<file path="config.mk">
export PLATFORM = sky130hd
export DESIGN_NAME = uart_rx_os
export DESIGN_NICKNAME = d
export VERILOG_FILES = /design/src/rtl/uart_rx_os.sv
export SDC_FILE = /design/constraint.sdc
export NUM_CORES = 1
export LEC_CHECK = 0
export BUFFER_PORTS_ARGS = -buffer_cell sky130_fd_sc_hd__buf_2
export CAP_MARGIN = 20
export CORE_AREA = 2 2 80 82
export DETAILED_ROUTE_END_ITERATION = 8
export DIE_AREA = 0 0 82 84
export HOLD_SLACK_MARGIN = 0.05
export PLACE_DENSITY_LB_ADDON = 0.3
export RECOVER_POWER = 25
export SLEW_MARGIN = 20
export SYNTH_ARGS = -nofsm -noshare
export SYNTH_HDL_FRONTEND = slang
export SYNTH_SLANG_ARGS = --single-unit
</file>
<file path="constraint.sdc">
create_clock -name clk_i -period 2 [get_ports clk_i]
set_clock_uncertainty 0.2 [all_clocks]
set_input_delay 0.2 -clock clk_i [delete_from_list [all_inputs] [get_ports clk_i]]
set_output_delay 0.2 -clock clk_i [all_outputs]
set_load 0.03 [all_outputs]
</file>
<file path="src/rtl/uart_rx_os.sv">
// Oversampling UART receiver with a one-word holding register.
// A free-running divider produces OVERSAMPLE ticks per bit. The start bit is
// confirmed at mid-bit, and every later bit is sampled one full bit period after that.
// Completed words go into a valid/ready holding register. The register flags
// overrun when a completed word has to be dropped.
module uart_rx_os #(
  parameter int CLOCK_FREQ = 100_000_000,
  parameter int BAUD       = 9600,
  parameter int WIDTH      = 8,
  parameter int PARITY     = 0,
  parameter int STOP_BITS  = 1,
  parameter int OVERSAMPLE = 16
) (
  input  logic             clk_i,
  input  logic             rst_i,
  input  logic             dat_i,
  output logic [WIDTH-1:0] dat_o,
  output logic             valid_o,
  input  logic             ready_i,
  output logic             parity_err_o,
  output logic             frame_err_o,
  output logic             overrun_o
);

  localparam int OS_DIV = CLOCK_FREQ / (BAUD * OVERSAMPLE);
  localparam int DIV_W  = $clog2(OS_DIV);
  localparam int SC_W   = $clog2(OVERSAMPLE);
  localparam int BC_W   = $clog2(WIDTH + 1);

  localparam logic [DIV_W-1:0] DIV_LAST  = DIV_W'(OS_DIV - 1);
  localparam logic [SC_W-1:0]  SC_LAST   = SC_W'(OVERSAMPLE - 1);
  localparam logic [SC_W-1:0]  SC_HALF   = SC_W'(OVERSAMPLE / 2 - 1);
  localparam logic [BC_W-1:0]  BC_LAST   = BC_W'(WIDTH - 1);
  localparam logic [BC_W-1:0]  STOP_LAST = BC_W'(STOP_BITS - 1);

  typedef enum logic [2:0] {
    S_IDLE, S_START, S_DATA, S_PAR, S_STOP, S_WAITHI
  } state_t;

  state_t             state_q, state_d;
  logic               sync1_q, sync1_d;
  logic               rx_s_q, rx_s_d;
  logic [DIV_W-1:0]   div_q, div_d;
  logic [SC_W-1:0]    sc_q, sc_d;
  logic [BC_W-1:0]    bc_q, bc_d;
  logic [WIDTH-1:0]   word_q, word_d;
  logic               perr_q, perr_d;
  logic               ferr_q, ferr_d;
  logic [WIDTH-1:0]   dat_q, dat_d;
  logic               valid_q, valid_d;
  logic               par_err_q, par_err_d;
  logic               frm_err_q, frm_err_d;
  logic               ovr_q, ovr_d;

  logic tick, complete, word_ferr, stop_err, par_xor, hs, load, drop;

  // Next-state logic: synchronizer, divider, frame FSM and holding register.
  always_comb begin
    sync1_d   = dat_i;
    rx_s_d    = sync1_q;
    tick      = (div_q == DIV_LAST);
    div_d     = tick ? '0 : div_q + 1'b1;
    state_d   = state_q;
    sc_d      = sc_q;
    bc_d      = bc_q;
    word_d    = word_q;
    perr_d    = perr_q;
    ferr_d    = ferr_q;
    complete  = 1'b0;
    word_ferr = 1'b0;
    stop_err  = ferr_q | ~rx_s_q;
    par_xor   = (^word_q) ^ rx_s_q;

    if (tick) begin
      case (state_q)
        S_IDLE: begin
          if (!rx_s_q) begin
            state_d = S_START;
            sc_d    = '0;
          end
        end
        S_START: begin
          if (sc_q == SC_HALF) begin
            if (rx_s_q) begin
              state_d = S_IDLE;                 // too short to be a start bit
            end else begin
              state_d = S_DATA;
              sc_d    = '0;
              bc_d    = '0;
              perr_d  = 1'b0;
              ferr_d  = 1'b0;
            end
          end else begin
            sc_d = sc_q + 1'b1;
          end
        end
        S_DATA: begin
          if (sc_q == SC_LAST) begin
            for (int i = 0; i < WIDTH; i++) begin
              if (bc_q == BC_W'(i)) word_d[i] = rx_s_q;
            end
            sc_d = '0;
            if (bc_q == BC_LAST) begin
              bc_d    = '0;
              state_d = (PARITY != 0) ? S_PAR : S_STOP;
            end else begin
              bc_d = bc_q + 1'b1;
            end
          end else begin
            sc_d = sc_q + 1'b1;
          end
        end
        S_PAR: begin
          if (sc_q == SC_LAST) begin
            perr_d  = (PARITY == 1) ? ~par_xor : par_xor;
            sc_d    = '0;
            bc_d    = '0;
            state_d = S_STOP;
          end else begin
            sc_d = sc_q + 1'b1;
          end
        end
        S_STOP: begin
          if (sc_q == SC_LAST) begin
            sc_d = '0;
            if (bc_q == STOP_LAST) begin
              complete  = 1'b1;
              word_ferr = stop_err;
              // a low stop bit may be a break: wait for the line to return high
              state_d   = stop_err ? S_WAITHI : S_IDLE;
            end else begin
              ferr_d = stop_err;
              bc_d   = bc_q + 1'b1;
            end
          end else begin
            sc_d = sc_q + 1'b1;
          end
        end
        S_WAITHI: begin
          if (rx_s_q) state_d = S_IDLE;
        end
        default: state_d = S_IDLE;
      endcase
    end

    hs   = valid_q & ready_i;
    load = complete & (~valid_q | ready_i);
    drop = complete & valid_q & ~ready_i;

    dat_d     = load ? word_q : dat_q;
    par_err_d = load ? perr_q : par_err_q;
    frm_err_d = load ? word_ferr : frm_err_q;
    valid_d   = load ? 1'b1 : (hs ? 1'b0 : valid_q);
    ovr_d     = drop ? 1'b1 : (hs ? 1'b0 : ovr_q);
  end

  // All state registers, with synchronous reset to the idle/empty condition.
  always_ff @(posedge clk_i) begin
    if (rst_i) begin
      state_q   <= S_IDLE;
      sync1_q   <= 1'b1;
      rx_s_q    <= 1'b1;
      div_q     <= '0;
      sc_q      <= '0;
      bc_q      <= '0;
      word_q    <= '0;
      perr_q    <= 1'b0;
      ferr_q    <= 1'b0;
      dat_q     <= '0;
      valid_q   <= 1'b0;
      par_err_q <= 1'b0;
      frm_err_q <= 1'b0;
      ovr_q     <= 1'b0;
    end else begin
      state_q   <= state_d;
      sync1_q   <= sync1_d;
      rx_s_q    <= rx_s_d;
      div_q     <= div_d;
      sc_q      <= sc_d;
      bc_q      <= bc_d;
      word_q    <= word_d;
      perr_q    <= perr_d;
      ferr_q    <= ferr_d;
      dat_q     <= dat_d;
      valid_q   <= valid_d;
      par_err_q <= par_err_d;
      frm_err_q <= frm_err_d;
      ovr_q     <= ovr_d;
    end
  end

  assign dat_o        = dat_q;
  assign valid_o      = valid_q;
  assign parity_err_o = par_err_q;
  assign frame_err_o  = frm_err_q;
  assign overrun_o    = ovr_q;

endmodule

</file>
==> summary.md, run 1 <==
| Metric | Value |
|---|---|
| Run status | `finished, violations left` |
| Failing checks | `negative setup slack` |
| Mapped Area | `2370 um2` |
| Root Buffer | `clkbuf_8` |
| Share of cells above drive strength 1 | `35.3%` |
| Ys async rst share | `0%` |
| Gpl congestion | `0.833` |
| EDFF count, synth | `0` |
| H-tree depth | `2` |
| Initial core utilization | `38.9%` |
| Worst path slowest cell | `or4_1` |
| TritonCTS clock tree | `done` |
| WL final | `5400 um` |
| Critical path startpoint category | `flip-flop` |
| Global-route wire length before repair | `9020 um` |
| Fmax | `474 MHz` |
| Hold_ws | `218 ps` |
| Final Hold Fails | `0` |
| Port Buf Inserts | `15` |
| Synth Flop Type | `dfxtp_1` |
| RSZ-0062 raised after global routing | `true` |
| Count leader, synth | `dfxtp_1` |
| Distinct cells, synth | `54` |
| Antenna violations before repair | `0` |
| PD cells | `484 nW/um2` |
| Io pins | `16` |
| Clk sinks | `45` |
| Chip Height | `84 um` |
| Mean Syn Cell Area | `8.92 um2` |
| Post-route ant nets | `0` |
| Cell family with most CP delay | `simple AND/OR/NAND/NOR gates` |
| Vias in the first global route | `1920` |
| Crit path arrival time | `2100 ps` |
| Crit path kind | `flip-flop to flip-flop` |
| Final Critical Period | `2110 ps` |
| Fin nets | `347` |
| Via density per instance | `5.02` |
| CP endpoint kind | `flip-flop` |
| Core area | `6100 um2` |
| Area grow syn2layout | `36.6%` |
| Number of max-cap violations | `0` |
| Worst Path Buf+Inv | `1` |
| Post-synth top area cell | `dfxtp_1` |
| Fill cells | `561` |
| Latest clock arrival within the worst-skew pair | `290 ps` |
| Hold Path Class | `flip-flop to flip-flop` |
| Synth Instances | `266` |
| Rows | `29` |
| Vias | `2078` |
| Crit-path cells | `inv_2 > ha_4 > or3b_4 > a22oi_2 > nand4b_1 > or4_1 > o211a_1` |
| Reg clk slew, reported paths | `90 ps` |
| Placed cell areas | `2910 um2` |
| Ant diodes | `0` |
| Largest net degree at the start of global routing | `25` |
| Place WS | `-180 ps` |
| Fin. max-slew vios | `0` |
| Die Area | `6890 um2` |
| Most area-consuming cells after synthesis | `dfxtp_1 (38%), mux2i_1 (8.0%), nor2_1 (6.5%)` |
| Critical Path RT | `1990 ps` |
| Seq/Total Area, Yosys | `38.0%` |
| Final core occ | `53.1%` |
| Setup violators final | `12` |
| Peak supply drop | `0.355 mV` |
| Final Cycle Share | `105%` |
| DIE WIDTH | `82 um` |
| Mean routed wirelength per cell | `13.0 um` |
| Final WS setup | `-110 ps` |
| CP Max Fanout | `3` |
| Crit-path max cell delay | `430 ps` |
| DRT Pass-1 Iters | `4` |
| P_leak | `1.35 nW` |
| Warnings from Yosys | `0` |
| Final HPWL DP | `3850 um` |
| DRT iter0 DRCs | `95` |
| Post-Syn Nets | `277` |
| Share of the synthesized area in the top cell type | `38.0%` |
| Slew margin rel. | `25.2%` |
| Slew @ Worst Pin | `1120 ps` |
| Gr ovfl total | `0` |
| Seq cells post-synth | `45` |
| Remaining DRCs | `0` |
| All-layer global routing usage | `16.6%` |
| Final instance area | `3240 um2` |
| CTS max path bufs | `2` |
| Inserted Clock Buffers | `5` |
| Post-synth top cells | `dfxtp_1 (45), nor2_1 (41), mux2i_1 (19)` |
registers in the layout (all words and copies together) (netlist names):
register and count:
sc_q 4, rx_s_q 1, state_q 3, rx_s_d 1, frame_err_o 1, word_q 8, ferr_q 1, valid_o 1
perr_q 1, parity_err_o 1, dat_o 8, bc_q 4, div_q 10, overrun_o 1
power breakdown:
group	switching (mW)	total (mW)	internal, mW
clock network	0.313	0.594	0.280
registers	0.00453	0.907	0.903
logic	0.0370	0.0661	0.0291
total	0.355	1.57	1.21
per-stage QoR:
stage | TNS (ps) | power (mW) | cells
3_3_place_gp | -116 | 0.986 | 396
5_1_grt | -1930 | 1.63 | 414
2_1_floorplan | -72.4 | 0.963 | 266
4_1_cts | -282 | 1.59 | 411
3_5_place_dp | -347 | 0.987 | 396
6_report | -406 | 1.57 | 414
layout by cell type (no fill, tap or decap), types with 5 or more instances in the layout:
cell type | netlist | routed
xnor2_1 | 12 | 12
nand3_1 | 14 | 13
dfxtp_1 | 45 | 35
buf_2 | 2 | 7
clkbuf_1 | 9 | 8
buf_4 | 1 | 53
a21oi_1 | 14 | 12
nand2_1 | 10 | 10
clkbuf_8 | 0 | 6
nor2_1 | 41 | 41
mux2i_1 | 19 | 19
xor2_1 | 5 | 5
nor2b_1 | 6 | 6
dfxtp_2 | 0 | 10
final cells by class:
cell class                      instances  area, um2  share of cell area [%]
Sequential cell                        45        913                    28.2
Clock inverter                          2       13.8                   0.425
Multi-Input combinational cell        202       1530                    47.2
Timing Repair Buffer                   76        582                    18.0
Clock buffer                            6       82.6                    2.55
Tap cell                               77       96.3                    2.97
Inverter                                6       22.5                   0.695
timing repair:
| item | in CTS | in global routing |
|---|---|---|
| pin swaps | 10 | 10 |
| endpoints found under the setup margin | 8 | 29 |
| resized for setup | 17 | 19 |
| endpoints found under the hold margin | 3 | 0 |
| cloned | 0 | 1 |
| hold buffers | 2 | 0 |
| setup buffers | 5 | 2 |
metal layers:
| layer | global-route usage [%] | routed length, um | vias up |
|---|---|---|---|
| met1 | 23.7 | 2690 | 969 |
| li1 | - | - | 1082 |
| met4 | 4.09 | 37 | 0 |
| met3 | 3.14 | 144 | 2 |
| met2 | 25.6 | 2530 | 25 |
| met5 | 0 | 0 | - |
cells by family (layout without fill, tap and decap cells):
group,count (synthesis),count (layout),synth area share [%]
muxes,19,19,8.02
xor gates and xnor gates,17,17,6.28
adders and majority gates,7,7,3.69
buffers and inverters,19,90,3.59
DFF,45,45,38.0
and+or+nand+nor,120,120,29.1
AOI/OAI and AO/OA,39,39,11.3
path summary, 6_finish.rpt:
path                endpoint  startpoint  slack (ps)  depth (start not counted)
hold / removal        rx_s_q      rx_s_d         220                          1
hold reg to reg       rx_s_q      rx_s_d         220                          1
setup / recovery  state_q[2]     bc_q[1]        -110                          7
setup reg to reg  state_q[2]     bc_q[1]        -110                          7
Note: power is estimated with default switching activity, not from simulation.
==> inputs of run 2 (changes only) <==
SETUP_SLACK_MARGIN = 0.5   (was unset)
==> summary.md, run 2 (same netlist as run 1, synthesis figures left out) <==
| Metric | Value |
|---|---|
| Slew @ Worst Pin | `367 ps (-755 ps)` |
| Run status | `finished, violations left` |
| All-layer global routing usage | `17.2% (+0.53 points)` |
| FF-to-FF Start | `div_q[4]` |
| Min-delay src | `rst_i` |
| Via density per instance | `5.12 (+1.9%)` |
| Worst R2R End | `state_q[2]` |
| Setup violators final | `7 (-5)` |
| Crit-path max cell delay | `450 ps (+20 ps)` |
| Rows | `29 (unchanged)` |
| Most frequent cells in the layout | `buf_4 (53), dfxtp_1 (35), nor2_1 (32)` |
| DRT Pass-1 Iters | `4 (unchanged)` |
| Area grow syn2layout | `47.6%` |
| Power Total | `1.72 mW (+9.8%)` |
| Io pins | `16 (unchanged)` |
| Reg2Reg Depth | `5 (-2)` |
| DRT iter0 DRCs | `72 (-24%)` |
| Hold Path Class | `input pin to flip-flop` |
| Ant diodes | `0 (unchanged)` |
| Worst path slowest cell | `or3b_4` |
| Root Buffer | `clkbuf_8` |
| PD cells | `491 nW/um2 (+1.6%)` |
| Core area | `6100 um2 (unchanged)` |
| Initial core utilization | `38.9% (unchanged)` |
| Vias | `2149 (+3.4%)` |
| Placed cell count | `397 (+0.25%)` |
| Share of cells above drive strength 1 | `43.7% (+8.4 points)` |
| TritonCTS clock tree | `done` |
| Peak supply drop | `0.287 mV (-19%)` |
| CP endpoint kind | `flip-flop` |
| Multi-input logic area | `1700 um2 (+11%)` |
| Global-route wire length before repair | `9440 um (+4.7%)` |
| Port Buf Inserts | `15 (unchanged)` |
| Fin nets | `353 (+1.7%)` |
| Cell family with most CP delay | `simple AND/OR/NAND/NOR gates` |
| H-tree depth | `2 (unchanged)` |
| Critical path startpoint category | `flip-flop` |
| Hold path depth | `2 (+1)` |
| Crit-path cells | `or3b_4 > nor3_4 > nand4b_1 > or4_1 > o211a_1` |
| Crit path arrival time | `2120 ps (+20 ps)` |
| Latest clock arrival within the worst-skew pair | `300 ps (about the same)` |
| Crit path kind | `flip-flop to flip-flop` |
| Reg area | `916 um2 (+0.27%)` |
| Final WS setup | `-113 ps (-2.78 ps)` |
| Largest net degree at the start of global routing | `19 (-24%)` |
| Failing checks | `negative setup slack` |
| Fin. max-slew vios | `0 (unchanged)` |
| WL final | `5770 um (+6.8%)` |
| CP Max Fanout | `5 (+2)` |
| Final Hold Fails | `0 (unchanged)` |
| Chip Height | `84 um (unchanged)` |
| Mean routed wirelength per cell | `13.7 um (+5.2%)` |
| Remaining DRCs | `0 (unchanged)` |
| Vias in the first global route | `1993 (+3.8%)` |
| Worst Path Buf+Inv | `0 (-1)` |
| Inserted Clock Buffers | `5 (unchanged)` |
| Clk sinks | `45 (unchanged)` |
| Final Critical Period | `2110 ps (+2.78 ps)` |
| Die Area | `6890 um2 (unchanged)` |
| Antenna violations before repair | `0 (unchanged)` |
| Reg2Reg Setup Slack | `-110 ps (about the same)` |
| Gpl congestion | `0.893 (+7.2%)` |
| Biggest register | `div_q` |
| P_leak | `1.38 nW (+2.7%)` |
| RSZ-0062 raised after global routing | `true` |
| Final Cycle Share | `106% (+0.14 points)` |
| Hold EP | `dat_o[0]` |
| Max reg flops | `10 (unchanged)` |
| Reg clk slew, reported paths | `90 ps (about the same)` |
| CTS max path bufs | `2 (unchanged)` |
| DIE WIDTH | `82 um (unchanged)` |
| Fmax | `473 MHz (-0.13%)` |
| Critical Path RT | `2010 ps (+20 ps)` |
| Gr ovfl total | `0 (unchanged)` |
| Most common cell after layout, fill and taps aside | `buf_4` |
| Layout Cells excl Fill | `420 (+1.4%)` |
| Final HPWL DP | `3970 um (+3.0%)` |
| Post-route ant nets | `0 (unchanged)` |
| Slew margin rel. | `75.6% (+50 points)` |
| Number of max-cap violations | `0 (unchanged)` |
| Fill cells | `519 (-7.5%)` |
-- run 2: worst max-delay path by stage --
| stage | start | cells past startpoint | slack (ps) | end |
|---|---|---|---|---|
| finish | div_q[4] | 5 | -110 | state_q[2] |
| global placement | bc_q[0] | 7 | -90 | state_q[2] |
| CTS | bc_q[0] | 7 | -90 | state_q[2] |
| global route | bc_q[0] | 7 | -170 | state_q[2] |
| detailed placement | bc_q[0] | 7 | -130 | state_q[2] |
| floorplan | bc_q[0] | 7 | -70 | state_q[2] |
-- run 2: timing repair --
| action | CTS | global route |
|---|---|---|
| pin swaps | 6 | 23 |
| setup buffers | 4 | 8 |
| gates cloned | 0 | 1 |
| hold buffers | 2 | 0 |
| endpoints found under the setup margin | 42 | 42 |
| hold endpoints to repair | 3 | 0 |
| resized for setup | 27 | 42 |
-- run 2: area by class of cell --
class / count / area share, %
multi-input combinational: 202 / 48.7
clock inverter: 2 / 1.07
clock buffer: 6 / 2.36
timing repair buffer: 82 / 18.3
sequential: 45 / 26.2
inverter: 6 / 0.643
tap: 77 / 2.75
-- run 2: routing by layer --
layer / track usage, % / vias to the layer above / wire length [um]
li1: - / 1098 / -
met1: 24.5 / 1008 / 2780
met2: 26.3 / 39 / 2720
met3: 3.57 / 4 / 232
met4: 3.94 / 0 / 35
met5: 0 / - / 0
-- run 2: power breakdown --
group | switching [mW] | internal [mW] | total [mW]
clock | 0.329 | 0.407 | 0.736
combinational | 0.0440 | 0.0345 | 0.0784
sequential | 0.00499 | 0.901 | 0.906
total | 0.378 | 1.34 | 1.72
-- run 2: worst register-to-register path, delay by kind of cell, from the launching register on --
family | cells | cell delay, ps
simple gates | 4 | 1370
flops | 1 | 320
compound gates | 1 | 130
-- run 2: through the flow --
step | hold slack [ps] | area, um2 | setup TNS (ps) | setup WS, ps | utilization, %
after global routing | 89.4 | 3500 | -1210 | -170 | 57.4
after floorplan | 101 | 2450 | -69.5 | -69.5 | -
after detailed placement | 184 | 2950 | -268 | -128 | 48.4
after CTS | 50.8 | 3240 | -185 | -88.8 | 53.2
final | 53.0 | 3500 | -288 | -113 | 57.4
after global placement | 183 | 2950 | -106 | -90.8 | 48.4
